### src/rtl/ahb_lite_arbiter.sv
`default_nettype none
// ============================================================================
// Module   : ahb_lite_arbiter
// Brief    : Two-master AHB-Lite arbiter (core M1, debugger M2) with burst
//            lock, starvation guard and optional round-robin tie-breaking.
// Revision : 1.0 - initial release
// ============================================================================
module ahb_lite_arbiter #(
    parameter int MAX_WAIT    = 8,
    parameter int ROUND_ROBIN = 0
) (
    input  logic       clk,
    input  logic       Rst,
    input  logic [1:0] HTRANS_M1,
    input  logic [1:0] HTRANS_M2,
    input  logic       HREADY,
    output logic       addr_sel,
    output logic       data_sel,
    output logic       HREADY_M1,
    output logic       HREADY_M2,
    output logic       grant_switch,
    output logic       starve
);

    localparam logic [1:0] C_IDLE     = 2'b00;
    localparam logic [1:0] C_BUSY     = 2'b01;
    localparam logic [1:0] C_SEQ      = 2'b11;
    localparam logic [7:0] C_MAX_WAIT = 8'(MAX_WAIT);

    logic       addr_sel_q, addr_sel_d;
    logic       data_sel_q;
    logic       grant_switch_q;
    logic       last_grant_q, last_grant_d;
    logic [7:0] wait_cnt_q, wait_cnt_d;

    logic       w_req_m1, w_req_m2;
    logic       w_own_req, w_oth_req, w_locked;
    logic [1:0] w_own_trans;

    assign w_req_m1    = (HTRANS_M1 != C_IDLE);
    assign w_req_m2    = (HTRANS_M2 != C_IDLE);
    assign w_own_trans = addr_sel_q ? HTRANS_M2 : HTRANS_M1;
    assign w_own_req   = addr_sel_q ? w_req_m2 : w_req_m1;
    assign w_oth_req   = addr_sel_q ? w_req_m1 : w_req_m2;
    // An owner mid-burst keeps the bus even against a starving peer.
    assign w_locked    = (w_own_trans == C_SEQ) || (w_own_trans == C_BUSY);

    always_comb begin
        addr_sel_d   = addr_sel_q;
        last_grant_d = last_grant_q;
        wait_cnt_d   = wait_cnt_q;
        if (HREADY) begin
            if (!w_locked && w_oth_req) begin
                if (!w_own_req) begin
                    addr_sel_d = ~addr_sel_q;
                end else if (wait_cnt_q == C_MAX_WAIT) begin
                    addr_sel_d = ~addr_sel_q;
                end else if (ROUND_ROBIN != 0) begin
                    addr_sel_d = ~last_grant_q;
                end else begin
                    addr_sel_d = 1'b1;
                end
            end
            if (addr_sel_d != addr_sel_q) begin
                wait_cnt_d   = 8'd0;
                last_grant_d = addr_sel_d;
            end else if (!w_oth_req) begin
                wait_cnt_d = 8'd0;
            end else if (wait_cnt_q != C_MAX_WAIT) begin
                wait_cnt_d = wait_cnt_q + 8'd1;
            end
        end
    end

    always_ff @(posedge clk or posedge Rst) begin
        if (Rst) begin
            addr_sel_q     <= 1'b0;
            data_sel_q     <= 1'b0;
            grant_switch_q <= 1'b0;
            last_grant_q   <= 1'b0;
            wait_cnt_q     <= 8'd0;
        end else begin
            addr_sel_q     <= addr_sel_d;
            last_grant_q   <= last_grant_d;
            wait_cnt_q     <= wait_cnt_d;
            grant_switch_q <= (addr_sel_d != addr_sel_q);
            if (HREADY) begin
                data_sel_q <= addr_sel_q;
            end
        end
    end

    assign addr_sel     = addr_sel_q;
    assign data_sel     = data_sel_q;
    assign grant_switch = grant_switch_q;
    assign starve       = (wait_cnt_q == C_MAX_WAIT);
    // A requesting master that owns neither phase is held off the bus.
    assign HREADY_M1    = HREADY & ~(w_req_m1 &  addr_sel_q &  data_sel_q);
    assign HREADY_M2    = HREADY & ~(w_req_m2 & ~addr_sel_q & ~data_sel_q);

endmodule
`default_nettype wire

### config.mk
export PLATFORM = sky130hd
export DESIGN_NAME = ahb_lite_arbiter
export DESIGN_NICKNAME = d
export VERILOG_FILES = /design/src/rtl/ahb_lite_arbiter.sv
export SDC_FILE = /design/constraint.sdc
export NUM_CORES = 1
export LEC_CHECK = 0
export CORE_UTILIZATION = 45
export CTS_BUF_LIST = sky130_fd_sc_hd__clkbuf_2
export DETAILED_ROUTE_END_ITERATION = 8
export PLACE_DENSITY = 0.69
export SYNTH_ARGS = -nofsm -noshare
export SYNTH_HDL_FRONTEND = slang
export SYNTH_SLANG_ARGS = --single-unit
### constraint.sdc
create_clock -name clk -period 1.9 [get_ports clk]
set_clock_uncertainty 0.15 [all_clocks]
set_input_delay 0.285 -clock clk [delete_from_list [all_inputs] [get_ports clk]]
set_output_delay 0.285 -clock clk [all_outputs]
set_load 0.005 [all_outputs]
==> results.cfg <==
[critical_path]
crit_slowest_cell = dfrtp_1
cpPeakStageDelay_ps = 420
arrival_ps = 1820
required_ps = 1890
setup.worst_path.end_class = flop
r2r_setup_slack_ps = 70
r2r_cells = 8
reg2reg_to = wait_cnt_q[7]$_DFFE_PP0P_
worstSetupStartpointType = flop
crit_chain = inv_2, ha_4, nand4bb_4, buf_6, buf_4, nor4_4, buf_4, a211oi_2
worstReg2RegStart = wait_cnt_q[1]$_DFFE_PP0P_
crit_fanout = 4
worst-setup-path-type = reg2reg
cp_common_cell = buf_4

[clock_tree]
path_clk_slew_ps = 120
cts_tree = done
clk_latency_ps = 260
clockBufferDepth = 2
cts_hold_buffers = 0
numCtsBuffers = 3
cts.sink_count = 11
cts_root_buf = clkbuf_2
htreeDepth = 1

[final_layout]
stdcell_count = 128
syn2layout_area_growth_pct = 55.2
fill_cells = 100
diodes = 0
fin_nets = 123
drive_gt1_frac = 0.389

[routing]
met1Wirelength_um = 981
dr_wl_met2_um = 993
dr_wl_met3_um = 84
drtIter0Drc = 27
wl_per_cell_um = 16.1
ant_nets = 0
wl_um = 2070
drc_errors = 0
top_layer = met4
vias = 738
via_per_inst = 5.77
firstDrtPassIters = 4

[die]
dieArea_um2 = 1710
initial_utilization = 0.511
die_h_um = 41.4
ios = 13
core.rowCount = 13
die_w_um = 41.4
fp.coreArea_um2 = 1370

[synthesis]
postSynthCellCount = 74
ys_seq_elements = 11
avgSynthCellArea_um2 = 9.43
synth_cell_types = 28
mappedNetlistArea_um2 = 698
ys_warn_count = 0
syn_nets = 83
ys_seq_area_frac = 0.394

[outcome]
outcome = finished, final reports clean

[grt]
antenna_found_initial = 0
grt_first_pass_wirelength_um = 2980
grt_use_total = 0.272
grt_max_degree = 12
grt_pass1_vias = 675
grt-ovfl-total = 0

[sta]
fin_crit_ps = 1830
post-route-period-util = 0.963
holdWs_ps = 159
max-slew-margin-rel = 0.702
fmax_ghz = 0.546
rsz0062_at_grt = no
final-hold-violation-count = 0
setup_ws_ps = 70.1
slew_viol_final = 0
worst_pin_slew_ps = 447
setup_violations = 0

[placement]
post-dp-hpwl_um = 1360
place_congestion = 0.878
dp_slack_ps = -87.1
dp_cells = 119
portBuffers = 12

[power]
finalPower_w = 0.000664
ir_drop_v = 0.000343
leakage_nw = 0.497
power_density_nw_per_um2 = 613

[hold_path]
hold_class = in2async

[run]
cap_violations = 0
==> worst max path at each step <==
stage                     slack, ps                         to                 startpoint
final                            70  wait_cnt_q[7]$_DFFE_PP0P_  wait_cnt_q[1]$_DFFE_PP0P_
after detailed placement        -90                  HREADY_M1               HTRANS_M1[1]
after floorplan                 240  wait_cnt_q[3]$_DFFE_PP0P_  wait_cnt_q[0]$_DFFE_PP0P_
after CTS                       -30  wait_cnt_q[7]$_DFFE_PP0P_  wait_cnt_q[1]$_DFFE_PP0P_
after global placement          -60                  HREADY_M1               HTRANS_M1[1]
after global routing             20  wait_cnt_q[7]$_DFFE_PP0P_  wait_cnt_q[1]$_DFFE_PP0P_
==> worst max-delay path: cells and delay by family, from the launching register on <==
kind / cells / cell delay, ps
adder cells (fa/ha/maj): 1 / 150
AO/OA/AOI/OAI: 1 / 50
flip-flops: 1 / 420
AND/OR/NAND/NOR: 2 / 370
buffers and inverters: 4 / 570
==> final cells by class <==
class                   count  area, um^2  share of cell area
clock buffers               4        20.0              0.0185
well taps                  15        18.8              0.0173
flip-flops and latches     11         277               0.255
repair buffers             36         297               0.274
multi-input cells          56         449               0.415
inverters                   6        22.5              0.0208
==> layout by cell type, fill, tap and decap left out, drive strengths merged <==
cell type	n
a2bb2oi	2
nand4	4
or2b	1
nor3	4
o31a	1
a2111oi	1
o22ai	1
nor4b	1
dlymetal6s2s	1
a311o	1
o211ai	1
o21ai	7
a211oi	5
a21o	1
a21oi	1
inv	6
clkdlybuf4s50	6
nand2	6
nor4	1
dlygate4sd2	4
buf	25
xor2	2
nand4bb	1
ha	2
clkbuf	4
nor2	5
dfrtp	11
and4bb	1
a211o	1
or3	4
o21a	2
==> report_power, final <==
| part | internal, W | switching, W | total, W |
|---|---|---|---|
| combinational | 0.000136 | 0.000112 | 0.000248 |
| clock | 0.0000559 | 0.0000848 | 0.000141 |
| sequential | 0.000256 | 0.0000200 | 0.000276 |
==> Yosys cell counts <==
| library cell | count | share of area |
|---|---|---|
| a2111oi_0 | 1 | 0.013 |
| a211o_1 | 1 | 0.013 |
| a211oi_1 | 5 | 0.054 |
| a21o_1 | 1 | 0.011 |
| a21oi_1 | 1 | 0.0072 |
| a2bb2oi_1 | 2 | 0.025 |
| a311o_1 | 1 | 0.014 |
| and4bb_2 | 1 | 0.018 |
| buf_6 | 1 | 0.016 |
| dfrtp_1 | 11 | 0.39 |
| ha_1 | 2 | 0.036 |
| inv_1 | 6 | 0.032 |
| nand2_1 | 6 | 0.032 |
| nand4_1 | 4 | 0.036 |
| nand4bb_1 | 1 | 0.016 |
| nor2_1 | 5 | 0.027 |
| nor3_1 | 4 | 0.029 |
| nor4_4 | 1 | 0.030 |
| nor4b_1 | 1 | 0.013 |
| o211ai_1 | 1 | 0.011 |
| o21a_1 | 2 | 0.021 |
| o21ai_0 | 7 | 0.050 |
| o22ai_1 | 1 | 0.0090 |
| o31a_1 | 1 | 0.013 |
| or2b_2 | 1 | 0.013 |
| or3_1 | 3 | 0.027 |
| or3_4 | 1 | 0.016 |
| xor2_1 | 2 | 0.025 |
==> state kept, by name (all words and copies together), names as in the netlist <==
| name | count |
|---|---|
| data_sel | 1 |
| grant_switch | 1 |
| wait_cnt_q | 8 |
| addr_sel | 1 |
==> metal layers <==
layer	track usage	vias up
met1	0.359	359
met5	0	-
met4	0.0726	0
met3	0.0319	2
li1	-	358
met2	0.465	19
==> through the flow <==
step	util	instance area, um^2	setup TNS, ps
global route	0.793	1080	0
floorplan	-	698	0
CTS	0.766	1050	-154
global placement	0.709	968	-181
finish	0.793	1080	0
detailed placement	0.709	968	-281
==> timing repair <==
action	4_1_cts	5_1_grt
pin swaps	2	2
endpoints found under the setup margin	3	11
resized for setup	17	8
buffers inserted	6	2
==> logic make-up (layout without fill, tap and decap cells) <==
family	Yosys count	in the layout	synth area share
AO/OA/AOI/OAI	24	24	0.240
AND/OR/NAND/NOR	28	28	0.256
adder cells (fa/ha/maj)	2	2	0.0358
XOR/XNOR	2	2	0.0251
flip-flops	11	11	0.394
buffers and inverters	7	46	0.0484
(Power assumes the default switching activity.)
